## src/rtl/conv_window_sequencer.sv

```systemverilog
// Sequencer for the 3x3 convolver: weight load, raster pixel streaming, window/result flags.
// Optional macro CONV_STRIDE2_EN restricts windows to even (row, col) positions.
module conv_window_sequencer #(
  parameter int DATA_WIDTH = 32,
  parameter int IMG_WIDTH  = 28,
  parameter int IMG_HEIGHT = 28,
  parameter int PIPE_LAT   = 2
) (
  input  logic                          clk,
  input  logic                          rst_n,
  input  logic                          start,
  output logic                          busy,
  output logic                          done,
  input  logic                          w_valid,
  output logic                          w_ready,
  input  logic [DATA_WIDTH-1:0]         w_data,
  output logic [9*DATA_WIDTH-1:0]       weights_flat,
  input  logic                          pix_valid,
  output logic                          pix_ready,
  output logic                          psr_shift,
  output logic                          win_valid,
  output logic                          out_valid,
  output logic [$clog2(IMG_WIDTH)-1:0]  col,
  output logic [$clog2(IMG_HEIGHT)-1:0] row
);

  localparam int CW  = $clog2(IMG_WIDTH);
  localparam int RW  = $clog2(IMG_HEIGHT);
  localparam int DRW = $clog2(PIPE_LAT + 1) + 1;

  localparam logic [CW-1:0]  COL_LAST = CW'(IMG_WIDTH - 1);
  localparam logic [RW-1:0]  ROW_LAST = RW'(IMG_HEIGHT - 1);
  localparam logic [DRW-1:0] DRN_LAST = DRW'(PIPE_LAT);

  typedef enum logic [1:0] {
    S_IDLE   = 2'd0,
    S_LOAD_W = 2'd1,
    S_STREAM = 2'd2,
    S_DRAIN  = 2'd3
  } state_e;

  state_e                state_q, state_d;
  logic [3:0]            w_idx_q, w_idx_d;
  logic [CW-1:0]         col_q, col_d;
  logic [RW-1:0]         row_q, row_d;
  logic [DRW-1:0]        drn_q, drn_d;
  logic                  win_q, win_d;
  logic                  busy_q, done_q, w_ready_q, pix_ready_q;
  logic [PIPE_LAT-1:0]   dly_q;
  logic [DATA_WIDTH-1:0] weights_q [9];
  logic                  w_we_s;
  logic                  psr_shift_s;

  // A pixel at (r, c) closes a 3x3 patch once two full rows and two columns precede it.
  function automatic logic window_hit(input logic [RW-1:0] r, input logic [CW-1:0] c);
    logic hit;
    hit = (r >= RW'(2)) && (c >= CW'(2));
`ifdef CONV_STRIDE2_EN
    hit = hit && (r[0] == 1'b0) && (c[0] == 1'b0);
`endif
    return hit;
  endfunction

  assign psr_shift_s = pix_valid & pix_ready_q;

  // Next-state and counter logic for the frame sequencer.
  always_comb begin
    state_d = state_q;
    w_idx_d = w_idx_q;
    col_d   = col_q;
    row_d   = row_q;
    drn_d   = drn_q;
    win_d   = 1'b0;
    w_we_s  = 1'b0;
    case (state_q)
      S_IDLE: begin
        if (start) begin
          state_d = S_LOAD_W;
          w_idx_d = 4'd0;
          col_d   = {CW{1'b0}};
          row_d   = {RW{1'b0}};
          drn_d   = {DRW{1'b0}};
        end else begin
          state_d = S_IDLE;
        end
      end
      S_LOAD_W: begin
        if (w_valid && w_ready_q) begin
          w_we_s  = 1'b1;
          w_idx_d = w_idx_q + 4'd1;
          if (w_idx_q == 4'd8) begin
            state_d = S_STREAM;
          end else begin
            state_d = S_LOAD_W;
          end
        end else begin
          state_d = S_LOAD_W;
        end
      end
      S_STREAM: begin
        if (psr_shift_s) begin
          win_d = window_hit(row_q, col_q);
          if (col_q == COL_LAST) begin
            col_d = {CW{1'b0}};
            if (row_q == ROW_LAST) begin
              row_d   = {RW{1'b0}};
              drn_d   = {DRW{1'b0}};
              state_d = S_DRAIN;
            end else begin
              row_d = row_q + RW'(1);
            end
          end else begin
            col_d = col_q + CW'(1);
          end
        end else begin
          state_d = S_STREAM;
        end
      end
      S_DRAIN: begin
        // DRAIN spans PIPE_LAT+1 cycles so the last result leaves the delay line by done.
        if (drn_q == DRN_LAST) begin
          state_d = S_IDLE;
        end else begin
          drn_d = drn_q + DRW'(1);
        end
      end
      default: begin
        state_d = S_IDLE;
      end
    endcase
  end

  // State, counters and handshake outputs; outputs are decoded from next state so they are registered.
  always_ff @(posedge clk or negedge rst_n) begin
    if (!rst_n) begin
      state_q     <= S_IDLE;
      w_idx_q     <= 4'd0;
      col_q       <= {CW{1'b0}};
      row_q       <= {RW{1'b0}};
      drn_q       <= {DRW{1'b0}};
      win_q       <= 1'b0;
      busy_q      <= 1'b0;
      done_q      <= 1'b0;
      w_ready_q   <= 1'b0;
      pix_ready_q <= 1'b0;
    end else begin
      state_q     <= state_d;
      w_idx_q     <= w_idx_d;
      col_q       <= col_d;
      row_q       <= row_d;
      drn_q       <= drn_d;
      win_q       <= win_d;
      busy_q      <= (state_d != S_IDLE);
      done_q      <= (state_d == S_DRAIN) && (drn_d == DRN_LAST);
      w_ready_q   <= (state_d == S_LOAD_W);
      pix_ready_q <= (state_d == S_STREAM);
    end
  end

  // Result-valid delay line matching the multiplier/adder pipeline.
  always_ff @(posedge clk or negedge rst_n) begin
    if (!rst_n) begin
      dly_q <= {PIPE_LAT{1'b0}};
    end else begin
      dly_q[0] <= win_q;
      for (int i = 1; i < PIPE_LAT; i++) begin
        dly_q[i] <= dly_q[i-1];
      end
    end
  end

  // Weight bank; only written while loading.
  always_ff @(posedge clk or negedge rst_n) begin
    if (!rst_n) begin
      for (int i = 0; i < 9; i++) begin
        weights_q[i] <= {DATA_WIDTH{1'b0}};
      end
    end else if (w_we_s) begin
      weights_q[w_idx_q] <= w_data;
    end else begin
      for (int i = 0; i < 9; i++) begin
        weights_q[i] <= weights_q[i];
      end
    end
  end

  for (genvar g = 0; g < 9; g++) begin : g_flat
    assign weights_flat[g*DATA_WIDTH +: DATA_WIDTH] = weights_q[g];
  end

  assign busy      = busy_q;
  assign done      = done_q;
  assign w_ready   = w_ready_q;
  assign pix_ready = pix_ready_q;
  assign psr_shift = psr_shift_s;
  assign win_valid = win_q;
  assign out_valid = dly_q[PIPE_LAT-1];
  assign col       = col_q;
  assign row       = row_q;

endmodule

```

## config.mk

```make
export PLATFORM = sky130hd
export DESIGN_NAME = conv_window_sequencer
export DESIGN_NICKNAME = d
export VERILOG_FILES = /design/src/rtl/conv_window_sequencer.sv
export SDC_FILE = /design/constraint.sdc
export NUM_CORES = 1
export LEC_CHECK = 0
export ABC_CLOCK_PERIOD_IN_PS = 5100
export CORE_MARGIN = 2
export CORE_UTILIZATION = 41
export DETAILED_ROUTE_END_ITERATION = 16
export PLACE_DENSITY = 0.7
export SLEW_MARGIN = 0
export SYNTH_ARGS = -nofsm -noshare
export SYNTH_HDL_FRONTEND = slang
export SYNTH_SLANG_ARGS = --single-unit
```

## constraint.sdc

```tcl
create_clock -name clk -period 5.1 [get_ports clk]
set_clock_uncertainty 0.1 [all_clocks]
set_input_delay 0.765 -clock clk [delete_from_list [all_inputs] [get_ports clk]]
set_output_delay 0.765 -clock clk [all_outputs]
set_load 0.05 [all_outputs]
```

[Yosys cells after proc, flatten, opt, wreduce, memory -nomap -nowiden]
Cells that the tools add are included.
Operators by class
  reduce and logical (&&, ||, !) cells: 11
  $add $sub $neg: 4
  eq/ne operators: 15
  bitwise operators: 2
  shift operators: 0
  multipliers: 0
  div/mod/pow operators: 0
  muxes and demuxes: 32
  $lt $le $gt $ge: 4
Operators with widths (count)
  288-bit bitwise mux: 1
  32-bit demux with 4-bit select: 1
  32-bit two-way mux: 1
  5-bit two-way mux: 6
  5-bit one-hot mux with 2 select lines: 2
  3-bit two-way mux: 5
  2-bit two-way mux: 6
  5-bit by 1-bit adder with 5-bit output, second input constant: 2
  5-bit == test, second input constant: 2
  5-bit by 2-bit greater-or-equal comparator with 1-bit output, second input constant: 2
  3-bit one-hot mux with 3 select lines: 1
  2-bit == test, second input constant: 4
  4-bit two-way mux: 2
  2-bit != test, second input constant: 4
  2-bit one-hot mux with 4 select lines: 1
  4-bit one-hot mux with 2 select lines: 1
  3-bit by 2-bit == test with 1-bit output, second input constant: 2
  3-bit AND reduction: 2
  2-bit nonzero test: 3
  5-bit greater-or-equal comparator, second input constant: 1
  5-bit by 1-bit < comparator with 1-bit output, second input constant: 1
  1-bit two-way mux: 5
  4-bit NOT with 5-bit output: 1
  4-bit by 1-bit adder with 4-bit output, second input constant: 1
  7 further kinds: 11
Word-level totals
  RAM bits: 0
  bits in latches: 0
  input bits: 37
  memories kept: 0
  word-level logic and storage cells: 88
  ROM bits: 0
  flip-flop bits (word level): 314
  output and inout port bits: 305

[Depth between registers and ports, before layout]
Gate-level depths: netlist of run 1.
  depth in word-level cells: 7
  mapped depth: 7
  depth with buffers taken out: 6

[Least setup slack after synthesis of run 1]
OpenSTA, ideal clock, no wires.
  path type: input to register
  start point: in pix_valid
  end point: reg done_q (netlist: done)
  arrival: 1.992 ns
  data required time: 4.895 ns
  setup time: 0.105 ns
  stages: 5
  slack: 2.903 ns
  path buffers: 0
  cells stage by stage: nand2_1 -> inv_1 -> a31oi_1 -> a221o_1 -> nor4b_1
Between the ends
  word-level cells in the longest chain between the ends: 5
  elaborated cells on any way between the ends: 8
  those cells by class: eq/ne: 2; mux: 4; bitwise: 1; reduce/logical: 1
Ends and longest elaborated chain
  start: declaration: RTL line 18  | input logic pix_valid,
  1-bit AND: RTL line 64  | assign psr_shift_s = pix_valid & pix_ready_q;
  named net psr_shift: RTL line 20  | output logic psr_shift,
  3-bit two-way mux: RTL line 101  | if (psr_shift_s) begin
  3-bit one-hot mux with 3 select lines: RTL line 75  | case (state_q)
  named net drn_d[0]: RTL line 46  | logic [DRW-1:0] drn_q, drn_d;
  3-bit by 2-bit == test with 1-bit output: RTL line 154  | done_q <= (state_d == S_DRAIN) && (drn_d == DRN_LAST);
  1-bit logical AND: RTL line 154
  end signal: assignment: RTL line 154
  end: declaration: RTL line 48  | logic busy_q, done_q, w_ready_q, pix_ready_q;
The timed path passes the listed nets, and every way through them passes these cells.
A chain may end at the register's enable or synchronous reset.

[Final worst setup path of run 1]
  start point: in pix_valid
  end point: out psr_shift
Between the ends
  word-level cells in the longest chain between the ends: 1
Ends and longest elaborated chain (RTL line)
  1-bit AND: 64
  end: declaration: 20
No other way between the ends.

==> flow_metrics.py, run 1 <==
metrics = {
    "run_status": {
        "status": "finished, final reports clean",
    },
    "setup_path": {
        "cp_top_family": "buffers and inverters",
        "max_stage_delay_ns": 0.83,
        "cp_num_buf_inv": 3,
        "worst-endpoint-arrival_ns": 2.32,
        "critPathMostFrequentCell": "clkdlybuf4s50_1",
        "critPathCaptureType": "output port",
        "crit_fanout": 4,
        "crit_chain": "clkdlybuf4s50_1 > nand2_1 > inv_1 > clkdlybuf4s50_1",
        "crit_path_start_kind": "primary input",
        "critPathSlowestCell": "clkdlybuf4s50_1",
        "worstPathRequired_ns": 4.24,
        "critPathKind": "primary input to output port",
    },
    "synth": {
        "async_reset_ff_share_pct": 100,
        "synth_flop_cell": "dfrtp_1",
        "syn_area_mm2": 0.0122,
        "synth_warnings": 0,
        "synth_edf_count": 0,
        "synth_fp_nets": 811,
        "ys_ff_latch": 314,
        "seq_area_frac_synth_pct": 64.2,
        "syn-mean-instance-area_um2": 16.0,
        "synthDistinctLibCells": 49,
        "syn-instance-count": 764,
    },
    "grt": {
        "grt_max_degree": 117,
        "antenna_found_initial": 0,
        "grt_pass1_vias": 8079,
        "grt_pass1_wl_um": 48700,
        "track_usage_pct": 20.2,
        "grt-ovfl-total": 0,
    },
    "cts": {
        "insertion_delay_ns": 0.50,
        "cts_tree": "done",
        "ctsHoldBuffers": 0,
        "cts.sinks": 314,
        "htreeDepth": 2,
        "cts_root_buffer": "clkbuf_16",
        "cts_buffers": 35,
        "clkTransAtPathRegs_ns": 0.06,
        "cts_setup_buffers": 0,
        "clock_path_buffers": 3,
        "ctsResizeCount": 0,
    },
    "timing": {
        "rsz0062_at_grt": "false",
        "final_max_slew_viol_count": 0,
        "max_freq_ghz": 0.314,
        "hold_viol": 0,
        "setup_violations": 0,
        "slew_headroom_pct": 23.5,
        "min_period_over_period_pct": 62.5,
        "min_period_ns": 3.19,
        "fin_tns_setup_ns": 0,
        "worst_pin_slew_ns": 1.14,
    },
    "place": {
        "port_buffers": 341,
        "hpwl_um": 20700,
        "gp_congestion": 0.757,
    },
    "drt": {
        "firstDrtPassIters": 4,
        "drc": 0,
        "vias_per_cell": 5.05,
        "wl_um": 31500,
        "antenna_left": 0,
        "post_drt_wl_per_cell_um": 20.6,
        "first_iter_violations": 312,
        "routed-via-count": 7699,
    },
    "final_layout": {
        "drive_gt1_share_pct": 31.0,
        "syn2layout_area_growth_pct": 39.8,
        "fin_nets": 1160,
        "num-fill-cells": 2331,
        "multi_input_area_mm2": 0.00409,
        "n_antenna_cell": 0,
        "regArea_mm2": 0.00786,
    },
    "run": {
        "max-cap-violations": 0,
    },
    "floorplanning": {
        "design.core.area_mm2": 0.0295,
        "ios": 342,
        "rows": 63,
        "die_width_um": 177,
        "fp.dieH_um": 177,
        "die-area_mm2": 0.0313,
        "start_util_pct": 41.5,
    },
    "hold_path": {
        "hold_class": "primary input to asynchronous set/reset pin",
    },
}
[cells by family after synthesis]
logic type / count (synthesis) / share of synthesized area, %
multiplexers: 291 / 26.7
AND/OR/NAND/NOR: 67 / 3.40
adder cells (fa/ha/maj): 10 / 1.02
buffers and inverters: 48 / 2.53
AO/OA/AOI/OAI: 29 / 1.76
XOR/XNOR: 5 / 0.358
flip-flops: 314 / 64.2
[state kept, by name, indices dropped and copies added, names as in the netlist, 2 cells and up]
register / flops
drn_q: 3
w_idx_q: 4
row: 5
col: 5
state_q: 2
dly_q: 2
weights_flat: 288
[layout make-up]
type / count / share of cell area (%)
sequential: 314 / 45.9
multi-input combinational: 402 / 23.9
timing repair buffer: 350 / 20.5
tap: 390 / 2.85
inverter: 10 / 0.219
clock buffer: 55 / 6.45
clock inverter: 4 / 0.154
[cell usage after synthesis, types with 2 or more instances]
cell type	count	area share [%]
dfrtp_1	314	64
mux2_2	279	26
buf_2	18	0.74
nand2_1	16	0.49
buf_6	12	1.1
nor2_1	11	0.34
ha_1	10	1.0
inv_1	10	0.31
mux2_1	9	0.83
nor3_1	6	0.25
o21ai_0	6	0.25
buf_4	4	0.25
nand3_1	4	0.16
nor2b_1	4	0.20
and2_1	3	0.15
and4b_1	3	0.25
mux2i_1	3	0.25
nand2b_1	3	0.15
nand4b_1	3	0.21
o32ai_1	3	0.21
xnor2_1	3	0.21
a211oi_1	2	0.12
a21o_1	2	0.12
a21oi_1	2	0.082
a221o_1	2	0.16
a22o_1	2	0.14
a31oi_1	2	0.10
clkbuf_1	2	0.061
clkbuf_2	2	0.082
nor3b_1	2	0.12
nor4_1	2	0.10
o31ai_1	2	0.12
xor2_1	2	0.14
[path summary, 6_finish.rpt]
kind | from | to | slack, ns | depth (start not counted)
worst min-delay path | rst_n | weights_flat[88]$_DFFE_PN0P_ | 0.19 | 1
min in group clk | dly_q[0]$_DFF_PN0_ | dly_q[1]$_DFF_PN0_ | 0.24 | 0
worst max-delay path | pix_valid | psr_shift | 1.91 | 4
max in group asynchronous | rst_n | weights_flat[256]$_DFFE_PN0P_ | 3.70 | 2
worst max register to register | state_q[1]$_DFF_PN0_ | weights_flat[187]$_DFFE_PN0P_ | 2.26 | 4
worst min register to register | dly_q[0]$_DFF_PN0_ | dly_q[1]$_DFF_PN0_ | 0.24 | 0
[metrics by stage]
stage / hold slack [ns] / cell area, µm² / worst slack [ns] / util (%) / instances
floorplan: 0.231 / 12200 / 2.90 / - / 764
global placement: 0.232 / 16000 / 1.79 / 54.2 / 1466
detailed placement: 0.236 / 16000 / 1.73 / 54.2 / 1466
CTS: 0.245 / 17100 / 1.92 / 58.0 / 1525
global route: 0.245 / 17100 / 1.86 / 58.0 / 1525
finish: 0.191 / 17100 / 1.91 / 58.0 / 1525
[placed cells by master (no fill, tap or decap), types with 4 or more instances in the layout]
cell	instances
nand2_1	13
nor2b_1	4
clkbuf_1	7
mux2_1	9
inv_1	10
buf_4	7
nand3_1	4
clkbuf_16	37
clkbuf_8	11
nor3_1	6
mux2_2	279
o21ai_0	6
dfrtp_1	314
ha_1	10
clkdlybuf4s50_1	340
nor2_1	11
[layer usage]
| metal | wire length (µm) | global-route usage [%] | part of all wire, % |
|---|---|---|---|
| met5 | 0 | 0 | 0 |
| met4 | 601 | 4.89 | 1.9 |
| met3 | 2390 | 5.99 | 7.6 |
| met2 | 14800 | 32.8 | 47 |
| met1 | 13700 | 26.8 | 43 |
Power of run 1 is left out: the tool's default activity adds up to more than one toggle a clock period on the data nets, which glitch-free logic cannot reach.
==> run 2, diff against run 1 <==
--- a/config.mk
+++ b/config.mk
@@ -5,11 +5,11 @@
 export SDC_FILE = /design/constraint.sdc
 export NUM_CORES = 1
 export LEC_CHECK = 0
-export ABC_CLOCK_PERIOD_IN_PS = 5100
+export ABC_CLOCK_PERIOD_IN_PS = 2800
 export CORE_MARGIN = 2
 export CORE_UTILIZATION = 41
 export DETAILED_ROUTE_END_ITERATION = 16
-export PLACE_DENSITY = 0.7
+export PLACE_DENSITY = 0.73
 export SLEW_MARGIN = 0
 export SYNTH_ARGS = -nofsm -noshare
 export SYNTH_HDL_FRONTEND = slang
==> constraint.sdc (replaced) <==
create_clock -name clk -period 2.8 [get_ports clk]
set_clock_uncertainty 0.1 [all_clocks]
set_input_delay 0.42 -clock clk [delete_from_list [all_inputs] [get_ports clk]]
set_output_delay 0.42 -clock clk [all_outputs]
set_load 0.05 [all_outputs]
==> flow_metrics.py, run 2 (synthesis results as in run 1) <==
metrics = {
    "setup_path": {
        "critPathSlowestCell": "clkdlybuf4s50_1",
        "crit_path_start_kind": "flip-flop",
        "cp_top_family": "buffers and inverters",
        "crit_cells": 1,
        "crit_chain": "clkdlybuf4s50_1",
        "cp_num_buf_inv": 1,
        "crit_fanout": 7,
        "critPathKind": "flip-flop to output port",
        "critPathCaptureType": "output port",
        "ff2ff_path_depth": 5,
        "worst-endpoint-arrival_ns": 1.82,
        "worstPathRequired_ns": 2.28,
        "max_stage_delay_ns": 0.85,
    },
    "drt": {
        "post_drt_wl_per_cell_um": 20.7,
        "drc": 0,
        "vias_per_cell": 5.04,
        "wl_um": 32100,
        "first_iter_violations": 261,
        "antenna_left": 0,
        "firstDrtPassIters": 4,
        "routed-via-count": 7832,
    },
    "timing": {
        "slew_headroom_pct": 54.2,
        "min_period_over_period_pct": 83.5,
        "hold_viol": 0,
        "max_freq_ghz": 0.428,
        "final_max_slew_viol_count": 0,
        "setup_violations": 0,
        "worst_pin_slew_ns": 0.687,
        "rsz0062_at_grt": "false",
        "holdWs_ns": 0.244,
        "min_period_ns": 2.34,
        "fin_tns_setup_ns": 0,
    },
    "final_layout": {
        "n_antenna_cell": 0,
        "final_common_cell": "clkdlybuf4s50_1",
        "instances_no_fill": 1553,
        "drive_gt1_share_pct": 32.6,
        "syn2layout_area_growth_pct": 42.2,
        "layout_common_cells": "339 x clkdlybuf4s50_1, 314 x dfrtp_1, 279 x mux2_2",
        "fin_nets": 1187,
        "largest_register_ffs": 288,
    },
    "floorplanning": {
        "rows": 63,
        "start_util_pct": 41.5,
        "design.core.area_mm2": 0.0295,
        "ios": 342,
        "fp.dieH_um": 177,
        "die_width_um": 177,
        "die-area_mm2": 0.0313,
    },
    "cts": {
        "clock_path_buffers": 3,
        "cts_buffers": 35,
        "cts_root_buffer": "clkbuf_16",
        "cts_setup_buffers": 0,
        "ctsResizeCount": 0,
        "cts_tree": "done",
        "htreeDepth": 2,
        "cts.sinks": 314,
        "insertion_delay_ns": 0.49,
        "clkTransAtPathRegs_ns": 0.05,
    },
    "place": {
        "gp_congestion": 0.761,
        "port_buffers": 341,
        "dp_cells": 1492,
        "hpwl_um": 21900,
    },
    "grt": {
        "grt_pass1_wl_um": 49600,
        "use_met1_pct": 26.8,
        "busiest_layer": "met2",
        "gr-usage-met3_pct": 5.67,
        "grt_max_degree": 80,
        "grt-ovfl-total": 0,
        "antenna_found_initial": 0,
        "gr-usage-met2_pct": 33.6,
        "grt_pass1_vias": 8214,
        "track_usage_pct": 20.6,
    },
    "run_status": {
        "status": "finished, final reports clean",
    },
    "run": {
        "max-cap-violations": 0,
    },
    "hold_path": {
        "hold_class": "flip-flop to flip-flop",
        "min_path_cells": 0,
    },
}
## run 2: changes by cell type in the layout (fill, tap and decap cells not counted)
cell / delta
clkbuf_8: -2
inv_8: +1
buf_4: +22
clkinv_4: -1
buf_12: +5
bufinv_16: +2
clkdlybuf4s50_1: -1
clkbuf_1: +1
dlygate4sd3_1: +1
## run 2: area by class of cell
cell class              count  area [µm²]
fillers                  2348       12100
inverters                  10        37.5
clock buffers              54        1080
multi-input cells         402        4090
repair buffers            377        3780
clock inverters             6        88.8
well taps                 390         488
flip-flops and latches    314        7860
## run 2: repair_timing
item	CTS	global route
hold buffers	1	0
endpoints found under the setup margin	0	0
endpoints found under the hold margin	69	0
## run 2: final timing paths
kind,start,endpoint,slack [ns]
max,col[3]$_DFFE_PN0P_,col[3],0.46
min,dly_q[0]$_DFF_PN0_,dly_q[1]$_DFF_PN0_,0.24
max reg2reg,state_q[1]$_DFF_PN0_,weights_flat[36]$_DFFE_PN0P_,0.62
min reg2reg,dly_q[0]$_DFF_PN0_,dly_q[1]$_DFF_PN0_,0.24
max in group asynchronous,rst_n,weights_flat[157]$_DFFE_PN0P_,1.32
min in group asynchronous,rst_n,weights_flat[261]$_DFFE_PN0P_,0.40
## run 2: per-layer routing
metal  vias up  wire length (µm)
li1       3473                 -
met1      4037             13500
met3        65              2230
met5         -                 0
met4         0               972
met2       257             15500
## run 2: stage by stage
step / utilization (%) / worst slack (ns) / area [µm²]
6_report: 59.1 / 0.461 / 17400
5_1_grt: 59.1 / 0.400 / 17400
4_1_cts: 59.1 / 0.438 / 17400
3_5_place_dp: 55.1 / 0.328 / 16200
3_3_place_gp: 55.1 / 0.349 / 16200
2_1_floorplan: - / 0.614 / 12200
Power of run 2 is left out for the same reason.
